<file path="src/rtl/des_pkg.sv">
// Shared DES constants: block/half widths, the initial-permutation table and the loader FSM states.
// Table entries use DES numbering: entry n gives the 1-based input bit for output bit n+1, bit 1 = MSB.
package des_pkg;

  localparam int BLK_W  = 64;
  localparam int HALF_W = 32;

  localparam int IP_TABLE [BLK_W] = '{
    58, 50, 42, 34, 26, 18, 10, 2,
    60, 52, 44, 36, 28, 20, 12, 4,
    62, 54, 46, 38, 30, 22, 14, 6,
    64, 56, 48, 40, 32, 24, 16, 8,
    57, 49, 41, 33, 25, 17,  9, 1,
    59, 51, 43, 35, 27, 19, 11, 3,
    61, 53, 45, 37, 29, 21, 13, 5,
    63, 55, 47, 39, 31, 23, 15, 7
  };

  typedef enum logic {
    FILL = 1'b0,
    HOLD = 1'b1
  } ld_state_t;

endpackage

</file>
<file path="src/rtl/des_ip_perm.sv">
// DES initial permutation, purely combinational, zero latency, no flow control.
// DES bit n (1 = MSB) of a vector lives at index BLK_W-n.
module des_ip_perm
  import des_pkg::*;
(
  input  logic [BLK_W-1:0]  i_blk,
  output logic [HALF_W-1:0] o_l,
  output logic [HALF_W-1:0] o_r
);

  logic [BLK_W-1:0] w_perm;

  for (genvar g = 0; g < BLK_W; g++) begin : g_ip
    assign w_perm[BLK_W-1-g] = i_blk[BLK_W-IP_TABLE[g]];
  end

  assign o_l = w_perm[BLK_W-1:HALF_W];
  assign o_r = w_perm[HALF_W-1:0];

endmodule

</file>
<file path="src/rtl/des_ip_loader.sv">
// Byte-to-block loader with DES IP; block valid the cycle after its 8th byte handshake, IN_READY drops while a
// finished block waits for a busy output register. Optional IN_LAST/OUT_LAST padding via DES_IP_LAST_PAD_EN.
module des_ip_loader
  import des_pkg::*;
#(
  parameter bit MSB_FIRST = 1'b1,
  parameter int CNT_W     = 16
) (
  input  logic              clk,
  input  logic              rst,
  input  logic [7:0]        IN_BYTE,
  input  logic              IN_VALID,
  output logic              IN_READY,
`ifdef DES_IP_LAST_PAD_EN
  input  logic              IN_LAST,
  output logic              OUT_LAST,
`endif
  output logic [HALF_W-1:0] L_0,
  output logic [HALF_W-1:0] R_0,
  output logic              OUT_VALID,
  input  logic              OUT_READY,
  output logic [CNT_W-1:0]  BLK_COUNT
);

  ld_state_t         r_state;
  logic [2:0]        r_idx;
  logic [BLK_W-1:0]  r_asm;
  logic              r_in_ready;
  logic              r_out_vld;
  logic [HALF_W-1:0] r_l;
  logic [HALF_W-1:0] r_r;
  logic [CNT_W-1:0]  r_cnt;

  logic              w_in_last;
  logic              w_in_fire;
  logic              w_out_free;
  logic              w_blk_done;
  logic              w_xfer;
  logic [5:0]        w_pos;
  logic [BLK_W-1:0]  w_asm_nxt;
  logic [HALF_W-1:0] w_l;
  logic [HALF_W-1:0] w_r;

`ifdef DES_IP_LAST_PAD_EN
  assign w_in_last = IN_LAST;
`else
  assign w_in_last = 1'b0;
`endif

  assign w_in_fire  = IN_VALID && r_in_ready;
  assign w_out_free = !r_out_vld || OUT_READY;
  assign w_blk_done = w_in_fire && ((r_idx == 3'd7) || w_in_last);
  assign w_xfer     = w_out_free && ((r_state == HOLD) || w_blk_done);

  // Slot s occupies DES bits 8s+1..8s+8; slots after an early IN_LAST are already zero because
  // the assembly register is cleared on every transfer.
  assign w_pos = MSB_FIRST ? {~r_idx, 3'b000} : {r_idx, 3'b000};

  always_comb begin
    w_asm_nxt = r_asm;
    if (w_in_fire) w_asm_nxt[w_pos +: 8] = IN_BYTE;
  end

  // The permutation sees the byte being accepted, so the 8th byte can transfer in its own cycle.
  des_ip_perm u_perm (
    .i_blk (w_asm_nxt),
    .o_l   (w_l),
    .o_r   (w_r)
  );

  always_ff @(posedge clk) begin
    if (rst) begin
      r_state    <= FILL;
      r_idx      <= '0;
      r_asm      <= '0;
      r_in_ready <= 1'b1;
      r_out_vld  <= 1'b0;
      r_l        <= '0;
      r_r        <= '0;
      r_cnt      <= '0;
    end else begin
      case (r_state)
        FILL: begin
          if (w_in_fire) begin
            if (w_blk_done && !w_out_free) begin
              r_asm      <= w_asm_nxt;
              r_state    <= HOLD;
              r_in_ready <= 1'b0;
            end else if (w_blk_done) begin
              r_asm <= '0;
              r_idx <= '0;
            end else begin
              r_asm <= w_asm_nxt;
              r_idx <= r_idx + 3'd1;
            end
          end
        end
        HOLD: begin
          if (w_out_free) begin
            r_asm      <= '0;
            r_idx      <= '0;
            r_state    <= FILL;
            r_in_ready <= 1'b1;
          end
        end
        default: r_state <= FILL;
      endcase

      if (w_xfer) begin
        r_out_vld <= 1'b1;
        r_l       <= w_l;
        r_r       <= w_r;
        r_cnt     <= r_cnt + CNT_W'(1);
      end else if (OUT_READY) begin
        r_out_vld <= 1'b0;
      end
    end
  end

`ifdef DES_IP_LAST_PAD_EN
  logic r_hold_last;
  logic r_out_last;

  always_ff @(posedge clk) begin
    if (rst) begin
      r_hold_last <= 1'b0;
      r_out_last  <= 1'b0;
    end else begin
      if (w_blk_done && !w_out_free) r_hold_last <= IN_LAST;
      if (w_xfer) r_out_last <= (r_state == HOLD) ? r_hold_last : IN_LAST;
    end
  end

  assign OUT_LAST = r_out_last;
`endif

  assign IN_READY  = r_in_ready;
  assign OUT_VALID = r_out_vld;
  assign L_0       = r_l;
  assign R_0       = r_r;
  assign BLK_COUNT = r_cnt;

endmodule

</file>
<file path="config.mk">
export PLATFORM = sky130hd
export DESIGN_NAME = des_ip_loader
export DESIGN_NICKNAME = d
export VERILOG_FILES = /design/src/rtl/des_pkg.sv /design/src/rtl/des_ip_perm.sv /design/src/rtl/des_ip_loader.sv
export SDC_FILE = /design/constraint.sdc
export NUM_CORES = 1
export LEC_CHECK = 0
export ABC_AREA = 1
export CELL_PAD_IN_SITES_DETAIL_PLACEMENT = 0
export CELL_PAD_IN_SITES_GLOBAL_PLACEMENT = 1
export CORE_MARGIN = 2
export CORE_UTILIZATION = 39
export DETAILED_ROUTE_END_ITERATION = 6
export HOLD_SLACK_MARGIN = 0.05
export PLACE_DENSITY = 0.84
export SKIP_LAST_GASP = 1
export SYNTH_ARGS = -nofsm -noshare
export SYNTH_HDL_FRONTEND = slang
export SYNTH_SLANG_ARGS = --single-unit
</file>
<file path="constraint.sdc">
create_clock -name clk -period 2.4 [get_ports clk]
set_input_delay 0.24 -clock clk [delete_from_list [all_inputs] [get_ports clk]]
set_output_delay 0.24 -clock clk [all_outputs]
set_load 0.1 [all_outputs]
</file>
==> out/summary.txt <==
Status = completed
Internal power = 0.00444 W
Ys flop type = dfxtp_1
Cell taking the most area after synthesis = dfxtp_1
Slowest CP cell = ha_2
Clock Skews = 0.00693 ns
Reg power frac = 43.9%
CTS Buffer Depth = 2
Vias after detailed routing = 6,647
Flop-to-flop setup slack = 0.24 ns
Tot GR Track Use = 20.3%
Post-CTS setup buffers = 0
Syn nets = 1,075
WL met2 = 8530 um
Post-synth cell types = 28
FF-to-FF Start = r_idx[1]
Via density per instance = 4.82
Critical Path Source = r_idx[1]
PostCTS Resize Cnt = 0
GPL Wtd Cong = 0.870
Relative slew slack = 51.8%
Gr ovfl total = 0
Worst-Margin Slew = 0.723 ns
CTS root buf = clkbuf_16
Delay of the slowest cell on the worst path = 0.44 ns
H-tree levels = 4
R2R depth = 9
Post-synth top area share = 43.2%
Setup repair after global routing missed its margin = false
TritonCTS clock tree = yes
Startpoint Class = flop
Final design utilization = 49.6%
Drt first pass iters = 5
CP arrival = 2.47 ns
Crit Path Class = reg -> reg
WHS = 0.227 ns
Worst vdd ir = 0.000510 V
Avg Synthesized Cell Area = 6.58 um^2
Comb power frac = 6.3%
Setup crit end kind = flop
I/O Buffers = 93
Drt wl/cell = 13.5 um
Total power = 0.00573 W
#FFs+latches synth = 150
Clk pwr share = 49.8%
Reg2reg end = L_0[12]
Vert. Die Dim = 137 um
Total CTS buffers = 17
IO Count = 94
Setup violators final = 0
CP required = 2.71 ns
Max-cap violations = 0
Clock transition at the registers of the reported paths = 0.06 ns
Worst-path fanout max = 9
Met3 WL = 861 um
Pwr dens = 666 nW/um^2
Count leader, synth = nand2_1
DRT iter0 DRCs = 573
Hpwl dp = 12,600 um
Initial antenna violation count = 0
Starting density of the core = 40.0%
Mapped cell area = 6950 um^2
Pin count of the biggest net entering global routing = 58
Ratio of final minimum period to clock period = 89.8%
DR top layer = met4
Die ar. = 18,900 um^2
Clock Sinks = 150
CP endpoint = L_0[12]
CP cell instances = ha_1, ha_2, nand2_1, inv_1, nand3_1, nand2_1, o21ai_0, o21ai_0, inv_1
Post-synth ARST share = 0%
Setup TNS = 0 ns
Maximum clock rate = 0.464 GHz
Hold Violations, Final = 0
Sequential share of the synthesized area = 43.2%
Area grow syn2layout = 23.8%
Vias in the first global route = 5,873
Core box area = 17,400 um^2
Row count = 48
Global-route wire length before repair = 29,700 um
Min Tclk post-route = 2.16 ns
Hold WC Path Type = in -> reg
Cell leakage power = 3.92 nW
Synth top area cells = dfxtp_1 43%, nand2_1 15%, nor2_1 8.3%
Switching share of total power = 22.5%
Worst-skew pair later-pin latency = 0.43 ns
Antenna viol nets, final = 0
Drt total wl = 18,700 um
Die Wd = 137 um
Synth warnings = 0
Layout cells sized above 1 = 13.9%
Most instantiated cells after synthesis = 283 x nand2_1, 153 x nor2_1, 150 x dfxtp_1, 123 x inv_1, 83 x a21oi_1
Post-Synthesis Cells = 1,056
Metal1 wirelength = 8950 um
Slew Limit Fails = 0
NetSw = 0.00129 W
Layout Nets = 1,160
Hold buffers post-CTS = 0
Ant diodes = 0
EDFF count, synth = 0
# DRC = 0
-- area by class of cell --
type	count	area, um^2
clock buffers	26	529
clock inverters	6	111
fillers	1751	8750
inverters	130	488
multi-input cells	723	3220
flip-flops and latches	150	3000
well taps	225	282
repair buffers	119	968
-- registers in the layout, indices dropped and copies added, names as in the netlist --
register and count:
BLK_COUNT 16, r_asm 64, OUT_VALID 1, r_idx 3, R_0 32, IN_READY 1
r_state 1, L_0 32
-- how the worst min path moves through the flow --
| stage | cells after the start | slack [ns] | from | to |
|---|---|---|---|---|
| after floorplan | 2 | 0.44 | r_asm[10] | r_asm[10] |
| final | 2 | 0.23 | rst | r_asm[12] |
| after global routing | 2 | 0.23 | rst | r_asm[40] |
| after global placement | 2 | 0.45 | r_asm[3] | r_asm[3] |
| after detailed placement | 2 | 0.46 | r_asm[61] | r_asm[61] |
| after CTS | 2 | 0.21 | rst | r_asm[8] |
-- cell usage in the layout, fill, tap and decap left out, types with 3 or more instances in the layout --
| master | count |
|---|---|
| nand2_1 | 282 |
| nor2_1 | 153 |
| dfxtp_1 | 150 |
| inv_1 | 123 |
| buf_4 | 105 |
| a21oi_1 | 83 |
| o21ai_0 | 75 |
| nand3_1 | 73 |
| clkbuf_16 | 17 |
| nand4_1 | 14 |
| o21ai_1 | 10 |
| clkdlybuf4s50_1 | 10 |
| clkbuf_8 | 7 |
| inv_2 | 6 |
| nor3_1 | 6 |
| ha_1 | 6 |
| nand2_2 | 4 |
| buf_12 | 4 |
| nand3_2 | 3 |
| nor2_4 | 3 |
| bufinv_16 | 3 |
-- cell families (layout without fill, tap and decap cells) --
family | Yosys count | after routing | synth area share [%]
adders and majority gates | 7 | 7 | 1.26
xor gates and xnor gates | 3 | 3 | 0.378
and+or+nand+nor | 542 | 542 | 32.2
buffers and inverters | 183 | 281 | 10.6
AOI/OAI and AO/OA | 171 | 171 | 12.4
DFF | 150 | 150 | 43.2
-- layer usage --
layer,GRT usage (%),vias up
met5,0,-
met3,4.08,25
li1,-,3485
met4,7.16,0
met1,28.0,2975
met2,31.7,162
-- critical path, delay by kind of cell, from the launching register on --
| kind | cells | cell delay, ns |
|---|---|---|
| buffers and inverters | 2 | 0.21 |
| DFF | 1 | 0.36 |
| adders and majority gates | 2 | 0.67 |
| AOI/OAI and AO/OA | 2 | 0.28 |
| and+or+nand+nor | 3 | 0.52 |
-- per-stage QoR --
stage	cells	setup slack, ns	instance area (um^2)
floorplan	1056	0.154	6950
global placement	1347	0.222	7960
detailed placement	1347	0.223	7960
CTS	1379	0.206	8600
global route	1379	0.0410	8600
finish	1379	0.244	8600
-- power by group through the flow --
stage	registers, W	clock network (W)	logic [W]
2_1_floorplan	0.00257	0	0.000216
3_3_place_gp	0.00257	0	0.000360
3_5_place_dp	0.00257	0	0.000359
4_1_cts	0.00251	0.00291	0.000360
5_1_grt	0.00251	0.00302	0.000397
6_report	0.00251	0.00285	0.000362
Note: power is estimated with default switching activity, not from simulation.
